`src/rtl/ofs_fim_pwrgood_rst_seq.sv`:
```
// rtl/ofs_fim_pwrgood_rst_seq.sv - power-good reset sequencer with staged channel releases (option: OFS_FIM_PWRGOOD_DROP_CNT_EN)
module ofs_fim_pwrgood_rst_seq #(
    parameter int NUM_CH        = 4,
    parameter int SYNC_STAGES   = 2,
    parameter int FILTER_CYCLES = 16,
    parameter int STAGE_DELAY   = 8
) (
    input  logic              clk,
    input  logic              rst_n,
    input  logic              pwr_good_n,
    input  logic              seq_restart,
    output logic [NUM_CH-1:0] ch_rst_n,
    output logic              seq_done,
    output logic [1:0]        seq_state,
    output logic [7:0]        pg_drop_cnt
);

    localparam int CNT_MAX = (FILTER_CYCLES > STAGE_DELAY) ? FILTER_CYCLES : STAGE_DELAY;
    localparam int CNT_W   = $clog2(CNT_MAX + 1);
    localparam int IDX_W   = (NUM_CH > 1) ? $clog2(NUM_CH) : 1;

    typedef enum logic [1:0] {
        S_HOLD    = 2'd0,
        S_FILTER  = 2'd1,
        S_RELEASE = 2'd2,
        S_RUN     = 2'd3
    } state_t;

    state_t                 state_q;
    logic [CNT_W-1:0]       cnt_q;
    logic [IDX_W-1:0]       idx_q;
    logic [NUM_CH-1:0]      ch_rst_q;
    logic                   done_q;
    logic [SYNC_STAGES-1:0] sync_q;
    logic                   pg_sync;
    logic                   active;

    assign pg_sync = sync_q[SYNC_STAGES-1];
    // Channels are (being) released only in RELEASE and RUN; only there do drops count.
    assign active  = (state_q == S_RELEASE) || (state_q == S_RUN);

    // Synchroniser for pwr_good_n; resets to "power not good".
    always_ff @(posedge clk) begin
        if (!rst_n) begin
            sync_q <= '1;
        end else begin
            sync_q <= {sync_q[SYNC_STAGES-2:0], pwr_good_n};
        end
    end

    // Sequencer FSM: filter good power, then release channels one stage apart.
    always_ff @(posedge clk) begin
        if (!rst_n) begin
            state_q  <= S_HOLD;
            cnt_q    <= '0;
            idx_q    <= '0;
            ch_rst_q <= '0;
            done_q   <= 1'b0;
        end else begin
            case (state_q)
                S_HOLD: begin
                    ch_rst_q <= '0;
                    done_q   <= 1'b0;
                    cnt_q    <= '0;
                    idx_q    <= '0;
                    if (!pg_sync) begin
                        state_q <= S_FILTER;
                    end
                end
                S_FILTER: begin
                    if (pg_sync) begin
                        // A single bad cycle discards all accumulated filter time.
                        state_q <= S_HOLD;
                        cnt_q   <= '0;
                    end else if (cnt_q == CNT_W'(FILTER_CYCLES - 1)) begin
                        state_q <= S_RELEASE;
                        cnt_q   <= '0;
                        idx_q   <= '0;
                    end else begin
                        cnt_q <= cnt_q + 1'b1;
                    end
                end
                S_RELEASE: begin
                    if (pg_sync || seq_restart) begin
                        state_q  <= S_HOLD;
                        cnt_q    <= '0;
                        idx_q    <= '0;
                        ch_rst_q <= '0;
                        done_q   <= 1'b0;
                    end else if (cnt_q == CNT_W'(STAGE_DELAY - 1)) begin
                        ch_rst_q[idx_q] <= 1'b1;
                        cnt_q           <= '0;
                        if (idx_q == IDX_W'(NUM_CH - 1)) begin
                            state_q <= S_RUN;
                            done_q  <= 1'b1;
                            idx_q   <= '0;
                        end else begin
                            idx_q <= idx_q + 1'b1;
                        end
                    end else begin
                        cnt_q <= cnt_q + 1'b1;
                    end
                end
                default: begin
                    if (pg_sync || seq_restart) begin
                        state_q  <= S_HOLD;
                        cnt_q    <= '0;
                        idx_q    <= '0;
                        ch_rst_q <= '0;
                        done_q   <= 1'b0;
                    end else begin
                        ch_rst_q <= '1;
                        done_q   <= 1'b1;
                    end
                end
            endcase
        end
    end

    assign ch_rst_n  = ch_rst_q;
    assign seq_done  = done_q;
    assign seq_state = state_q;

`ifdef OFS_FIM_PWRGOOD_DROP_CNT_EN
    logic [7:0] drop_q;

    // Count power-loss exits from RELEASE/RUN, saturating at 8'hFF.
    always_ff @(posedge clk) begin
        if (!rst_n) begin
            drop_q <= 8'h00;
        end else if (active && pg_sync && (drop_q != 8'hFF)) begin
            drop_q <= drop_q + 8'd1;
        end
    end

    assign pg_drop_cnt = drop_q;
`else
    logic unused_active;
    assign unused_active = active;
    assign pg_drop_cnt   = 8'h00;
`endif

endmodule

```
`config.mk`:
```
export PLATFORM = sky130hd
export DESIGN_NAME = ofs_fim_pwrgood_rst_seq
export DESIGN_NICKNAME = d
export VERILOG_FILES = /design/src/rtl/ofs_fim_pwrgood_rst_seq.sv
export SDC_FILE = /design/constraint.sdc
export NUM_CORES = 1
export LEC_CHECK = 0
export ABC_AREA = 1
export CORE_MARGIN = 2
export CORE_UTILIZATION = 46
export CTS_CLUSTER_DIAMETER = 120
export DETAILED_ROUTE_END_ITERATION = 8
export GPL_TIMING_DRIVEN = 0
export HOLD_SLACK_MARGIN = 0.05
export PLACE_DENSITY = 0.74
export SLEW_MARGIN = 20
export SYNTH_ARGS = -nofsm -noshare
export SYNTH_HDL_FRONTEND = slang
export SYNTH_SLANG_ARGS = --single-unit
```
`constraint.sdc`:
```
create_clock -name clk -period 1.4 [get_ports clk]
set_input_delay 0.21 -clock clk [delete_from_list [all_inputs] [get_ports clk]]
set_output_delay 0.21 -clock clk [all_outputs]
set_load 0.02 [all_outputs]
```
# Yosys cells after proc, flatten, opt, wreduce, memory -nomap -nowiden
# Cells that the tools add are included.
# word_totals
ff_bits	16
wordCells	62
out_inout_bits	15
inputBits	4
# classes
n_eq_ne	11
n_reduce_logical	8
mux	31
n_addsub	2
bitwise_logic	2
order_cmp	2
# op_table
op	count
$mux 5	5
$mux 2	12
$pmux 5 s3	1
$mux 4	3
$pmux 2 s3	2
$pmux 4 s3	1
$ne 2x2->1 const B	3
$ne 3x1->1 const B	2
$add 5x1->5 const B	1
$eq 5x3->1 const B	1
$eq 5x4->1 const B	1
$mux 1	5
$reduce_and 5->1	1
$eq 2x2->1 const B	2
$or 4x4->4	1
$reduce_and 4->1	1
$reduce_bool 4->1	1
$lt 2x3->1 const B	1
$ne 3x3->1 const B	1
$pmux 1 s3	1
$reduce_and 3->1	1
$add 2x1->2 const B	1
$demux 1 s2	1
$eq 2x1->1 const B	1
6 further kinds	6

# Depth between registers and ports, before layout
# Gate-level depths: netlist (run 1).
# logic_depth
word_depth	8
depth_mapped	11
mapped_depth_nobuf	11

# Worst setup path before layout (run 1)
# Ideal clock, no wire load.
# synth_path
path_type	register to register
start	reg cnt_q[0]
end	reg state_q[0], in the netlist seq_state[0]
arrival_time_ps	1386
required_ps	1287
path_buffers	0
period_less_slack_ps	1499
setup_ps	113
path_slack_ps	-99
path_stages_with_launch	12
path_cell_list	dfxtp_1 ha_1 nand2_1 nor2_1 ha_1 inv_1 nand3_1 nand2_1 nor2_1 nand3_1 nand2_1 nor2_1
# synth_between
elab_chain_cells	3
word_cells_on_any_way	5
classes_between	eq/ne: 4; reduce/logical: 1
# synth_rtl
item	line_no	source
start: declaration	30	logic [CNT_W-1:0] cnt_q;
start signal: assignment	80	cnt_q <= cnt_q + 1'b1;
start signal: assignment	101	cnt_q <= cnt_q + 1'b1;
$eq 5x3->1 / $eq 5x4->1 (equally long branches)	90, 75	
$ne 3x1->1 (no source line) / $ne 3x3->1 (equally long branches)	--	
$reduce_and 5->1 (no source line) *	--	
end signal: assignment	85	state_q <= S_HOLD;
end signal: assignment	94	state_q <= S_RUN;
end signal: assignment	106	state_q <= S_HOLD;
end: declaration	29	state_t state_q;
# Mark *: on every way between the ends. The rest lies on a longest branch, timed or not.
# A chain may end at the register's enable or synchronous reset.

# Worst setup path after layout (run 1)
# layout_path
start	reg cnt_q[1]
end	reg state_q[1], in the netlist seq_state[1]
# The elaborated chain is that of the path after synthesis.

==> impl_metrics.tcl, run 1 <==
set metrics [dict create \
    net-switching-power_mw 0.900 \
    netlist_top_cells_area "dfxtp_1 30%, ha_1 13%, nand2_1 13%" \
    finalCriticalPeriod_ns 1.42 \
    yosysSeqAreaShare_pct 29.7 \
    clkSlewWorstSetupHoldPaths_ns 0.09 \
    use_met2_pct 35.4 \
    endpoint "seq_state[1]" \
    start_kind "flip-flop" \
    grt_antenna_before_repair 0 \
    dieArea_mm2 0.00275 \
    critPathMaxFanout 4 \
    p_leak_nw 0.761 \
    final_util_pct 69.4 \
    synth_edf_count 0 \
    grt_pass1_vias 999 \
    place_hpwl_um 1630 \
    busiest_layer "met2" \
    clock-sinks 16 \
    cts-root-buf "clkbuf_4" \
    use_met3_pct 3.43 \
    path_cells "ha_4, nand2_4, nor2_4, ha_4, inv_4, nand3_4, nand2_2, nor2_2, nand3_1, nand2_1, nor2_1" \
    rsz0062_at_grt "yes" \
    sequentialPowerShare_pct 29.6 \
    fp-row-count 17 \
    via_per_inst 5.01 \
    vias 1098 \
    netlist_instances 157 \
    hold_buffers 0 \
    yosysMostFrequentCell "nand2_1" \
    syn_avg_cell_area_um2 6.86 \
    fp.dieW_um 52.4 \
    violations "setup timing" \
    crit_path_end_kind "flip-flop" \
    grt-ovfl-total 0 \
    holdWs_ns 0.436 \
    grt_use_total_pct 20.4 \
    post-route-period-util_pct 102 \
    async_flop_share_pct 0 \
    peakVddDrop_v 0.000871 \
    synth_seq_cells 16 \
    power_density_mw_per_mm2 1300 \
    wl_per_cell_um 12.0 \
    use_met1_pct 24.9 \
    nNetsFinal 208 \
    cpMaxStageDelayCell "dfxtp_2" \
    final_cell_area_mm2 0.00154 \
    synth_flop_cell "dfxtp_1" \
    area.growth.synth_to_final_pct 42.5 \
    path_class "reg -> reg" \
    path_depth 11 \
    hp-class "reg -> reg" \
    maxSlewViolCount 0 \
    reg2reg_slack_ns -0.02 \
    path_buf_inv 1 \
    die_h_um 52.4 \
    clk_latency_ns 0.29 \
    setup_viol 3 \
    max_freq_mhz 702 \
    syn_area_mm2 0.00108 \
    rr_endpoint "seq_state[1]" \
    ys_warn_count 0 \
    netlist.area_leader.share_pct 29.7 \
    antennaDiodeCount 0 \
    hold_violations 0 \
    clock_path_buffers 2 \
    power_frac_comb_pct 58.2 \
    arrival_ns 1.62 \
    cp-startpoint "cnt_q[1]" \
    routed_wl_um 2620 \
    r2r-start "cnt_q[1]" \
    maxCapViolCount 0 \
    p_clk_share_pct 12.2 \
    max_stage_delay_ns 0.36 \
    grt_max_degree 10 \
    ios 19 \
    crit_family "simple AND/OR/NAND/NOR gates" \
    detail-route-antenna-nets 0 \
    globalplace.congestion 0.811 \
    postPlaceCellArea_mm2 0.00127 \
    crit_required_ns 1.59 \
    cts_tree "done" \
    setup_ws_ns -0.0248 \
    status "complete, but fails checks" \
    yosysUniqueCellTypes 19 \
    ys_top_cells_by_count "36 x nand2_1, 22 x nor2_1, 16 x dfxtp_1" \
    portBuffers 10 \
    numCtsBuffers 3 \
    drt_iter0_drc 23 \
    drt_first_pass_iters 4 \
    fin_skew_ns 0.000915 \
    grt_pass1_wl_um 4160 \
    final_layout_size_suffix_gt1_share_pct 37.2 \
    yosys.area.top_type "dfxtp_1" \
    p_int_mw 1.09 \
    start_util_pct 48.7 \
    htree_levels 1 \
    r2r_cells 11 \
    crit_top_cell "ha_4" \
    p_sw_share_pct 45.1 \
    design.core.area_mm2 0.00221 \
    drc 0 \
]
-- registers in the layout (all words and copies together) (netlist names) --
name	cells
cnt_q	5
sync_q	2
ch_rst_n	4
idx_q	2
seq_done	1
seq_state	2
-- power by group through the flow --
stage,logic (mW),clock network (mW),registers (mW)
5_1_grt,1.27,0.261,0.599
3_3_place_gp,0.828,0,0.588
4_1_cts,0.944,0.251,0.574
2_1_floorplan,0.591,0,0.630
3_5_place_dp,0.835,0,0.592
6_report,1.16,0.244,0.589
-- logic make-up (layout without fill, tap and decap cells) --
kind of cell,after synthesis,count (layout),synth area share (%)
AO/OA/AOI/OAI,19,19,8.83
AND/OR/NAND/NOR,81,81,35.4
buffers and inverters,29,56,12.9
adder cells (fa/ha/maj),11,11,12.8
other,1,8,0.348
flip-flops,16,16,29.7
-- how the worst min path moves through the flow --
stage / from / to / slack [ns] / cells past startpoint
6_report: sync_q[0] / sync_q[1] / 0.44 / 1
5_1_grt: sync_q[0] / sync_q[1] / 0.46 / 1
4_1_cts: sync_q[0] / sync_q[1] / 0.45 / 1
3_5_place_dp: sync_q[0] / sync_q[1] / 0.43 / 1
3_3_place_gp: sync_q[0] / sync_q[1] / 0.40 / 1
2_1_floorplan: pwr_good_n / sync_q[0] / 0.32 / 1
-- through the flow --
stage | worst slack [ns] | TNS, ns | power (mW) | instances
floorplan | 0.00985 | 0 | 1.22 | 164
global placement | -0.167 | -1.51 | 1.42 | 202
detailed placement | -0.187 | -1.92 | 1.43 | 202
CTS | -0.0231 | -0.0452 | 1.77 | 214
global route | -0.137 | -0.886 | 2.13 | 219
finish | -0.0248 | -0.0460 | 1.99 | 219
-- metal layers --
metal  routed length (um)  vias up
met5                    0        -
li1                     -      551
met2                 1310       35
met1                 1140      505
met3                  129        7
met4                   36        0
-- repair_timing --
item                                   4_1_cts  5_1_grt
resized for setup                           20       25
setup buffers                                9        5
setup endpoints to repair                   21       14
pin swaps                                   11       10
endpoints found under the hold margin        0        0
-- worst register-to-register path, delay by kind of cell, from the launching register on --
family,cells,cell delay [ns]
adder cells (fa/ha/maj),2,0.30
AND/OR/NAND/NOR,8,0.63
flip-flops,1,0.36
buffers and inverters,1,0.04
-- final cells by class --
| type | instances | area, um2 |
|---|---|---|
| Multi-Input combinational cell | 119 | 788 |
| Fill cell | 196 | 677 |
| Sequential cell | 16 | 334 |
| Timing Repair Buffer | 24 | 209 |
| Inverter | 21 | 86.3 |
| Buffer | 8 | 60.1 |
| Tap cell | 28 | 35.0 |
| Clock buffer | 3 | 22.5 |
-- placed cells by master, fill, tap and decap left out, types with 5 or more instances in the layout --
| cell type | count |
|---|---|
| nand2_1 | 30 |
| buf_4 | 21 |
| dfxtp_1 | 11 |
| inv_2 | 5 |
| dlygate4sd2_1 | 7 |
| nand3_1 | 7 |
| ha_1 | 6 |
| inv_1 | 13 |
| a21oi_1 | 6 |
| conb_1 | 8 |
| nor2_1 | 18 |
| a21oi_2 | 5 |
| nand2_2 | 6 |
No activity file was read; power rests on OpenSTA's default activity.
==> run 2: changes to the inputs <==
- CORE_MARGIN: 2 -> not set
- CTS_CLUSTER_DIAMETER: 120 -> 30
- clock period: 1.4 -> 1.2 ns (I/O delays scaled with it)
==> impl_metrics.tcl, run 2 (synthesis gave the netlist of run 1 again) <==
set metrics [dict create \
    status "complete, but fails checks" \
    violations "setup timing" \
    maxCapViolCount 0 \
    busiest_layer "met2" \
    drc 0 \
    routed_wl_um 2610 \
    grt_antenna_before_repair 0 \
    layout_common_cells "27 x nand2_1, 18 x nor2_1, 18 x buf_4" \
    die_h_um 50.4 \
    numCtsBuffers 3 \
    crit_required_ns 1.39 \
    hold_violations 0 \
    rsz0062_at_grt "yes" \
    path_class "reg -> reg" \
    place_hpwl_um 1770 \
    max_freq_mhz 695 \
    via_per_inst 4.92 \
    hp-class "reg -> reg" \
    p_leak_nw 0.744 \
    clock_path_buffers 2 \
    power_density_mw_per_mm2 1520 \
    critPathMaxFanout 4 \
    fp.dieW_um 50.4 \
    largest_register_ffs 5 \
    p_int_mw 1.34 \
    n_fill_cell 170 \
    power_frac_comb_pct 56.0 \
    regMostFlops "cnt_q" \
    clock-sinks 16 \
    ios 19 \
    crit_path_end_kind "flip-flop" \
    setup_viol 16 \
    drt_first_pass_iters 5 \
    start_util_pct 48.7 \
    grt-ovfl-total 0 \
    cp-startpoint "cnt_q[0]" \
    start_kind "flip-flop" \
    net-switching-power_mw 1.11 \
    final_layout_size_suffix_gt1_share_pct 43.4 \
    setup_tns_ns -2.22 \
    globalplace.congestion 0.867 \
    clkSlewWorstSetupHoldPaths_ns 0.10 \
    use_met2_pct 44.2 \
    dieArea_mm2 0.00254 \
    peakVddDrop_v 0.00108 \
    r2r-start "cnt_q[0]" \
    detail-route-antenna-nets 0 \
    finalCriticalPeriod_ns 1.44 \
    grt_max_degree 10 \
    nNetsFinal 205 \
    antennaDiodeCount 0 \
    portBuffers 10 \
    fin_skew_ns 0.00215 \
    vias 1068 \
    post-route-period-util_pct 120 \
    layout_commonest_cell "nand2_1" \
    p_sw_share_pct 45.3 \
    seq_area_um2 339 \
    use_met3_pct 2.73 \
    dp_slack_ns -0.370 \
    sequentialPowerShare_pct 29.2 \
    maxSlewViolCount 0 \
    arrival_ns 1.63 \
    cts-root-buf "clkbuf_4" \
    drt_iter0_drc 11 \
    multi_input_area_um2 865 \
    p_clk_share_pct 14.8 \
    grt_pass1_wl_um 4390 \
    hp-start "sync_q[0]" \
    setup_ws_ns -0.238 \
    grt_use_total_pct 22.9 \
    fp-row-count 17 \
    area.growth.synth_to_final_pct 49.5 \
    clk_latency_ns 0.28 \
    cts_tree "done" \
    htree_levels 1 \
    grt_pass1_vias 1102 \
    hold_buffers 0 \
    wl_per_cell_um 12.0 \
    use_met1_pct 23.8 \
    design.core.area_mm2 0.00221 \
]
==> run 2: area by class of cell <==
| class | instances | share of cell area, % |
|---|---|---|
| Buffer | 8 | 3.73 |
| Clock buffer | 4 | 2.25 |
| Inverter | 21 | 6.29 |
| Multi-Input combinational cell | 119 | 53.7 |
| Sequential cell | 16 | 21.1 |
| Tap cell | 28 | 2.18 |
| Timing Repair Buffer | 21 | 10.8 |
==> run 2: power groups by stage <==
stage	Sequential [mW]	Clock (mW)	Combinational [mW]
global route	0.726	0.394	1.50
finish	0.714	0.362	1.37
CTS	0.714	0.371	1.32
floorplan	0.779	0	0.816
detailed placement	0.738	0	1.11
global placement	0.732	0	1.09
==> run 2: path summary, 6_finish.rpt <==
check                           cells after the start  slack [ns]         to
worst max-delay path                                9       -0.24   idx_q[0]
worst min-delay path                                1        0.43  sync_q[1]
worst max register to register                      9       -0.24   idx_q[0]
worst min register to register                      1        0.43  sync_q[1]
==> run 2: metal layers <==
| metal | vias to the layer above | part of all wire, % |
|---|---|---|
| li1 | 543 | - |
| met1 | 490 | 38 |
| met2 | 29 | 57 |
| met3 | 6 | 2.8 |
| met4 | 0 | 1.8 |
| met5 | - | 0 |
==> run 2: stage by stage <==
stage          utilization, %  hold WS, ns  std cells  cell area (um2)  power [mW]
2_1_floorplan               -        0.287        164             1210        1.59
3_3_place_gp             61.0        0.397        202             1350        1.82
3_5_place_dp             61.0        0.413        202             1350        1.85
4_1_cts                  71.9        0.437        215             1590        2.41
5_1_grt                  72.8        0.456        217             1610        2.62
6_report                 72.8        0.431        217             1610        2.45
==> run 2: repair_timing <==
item | 4_1_cts | 5_1_grt
resized for setup | 46 | 14
pin swaps | 18 | 5
buffers inserted | 9 | 2
gates cloned | 0 | 0
endpoints found under the setup margin | 21 | 22
==> run 2: worst max-delay path, cell delays in order, from the launching register on <==
cell     delay (ns)
dfxtp_4        0.37
ha_4           0.15
nand2_4        0.06
nor2_4         0.12
ha_4           0.15
inv_4          0.04
o21ai_2        0.11
nand3_2        0.13
o21ai_1        0.16
nor2_1         0.05
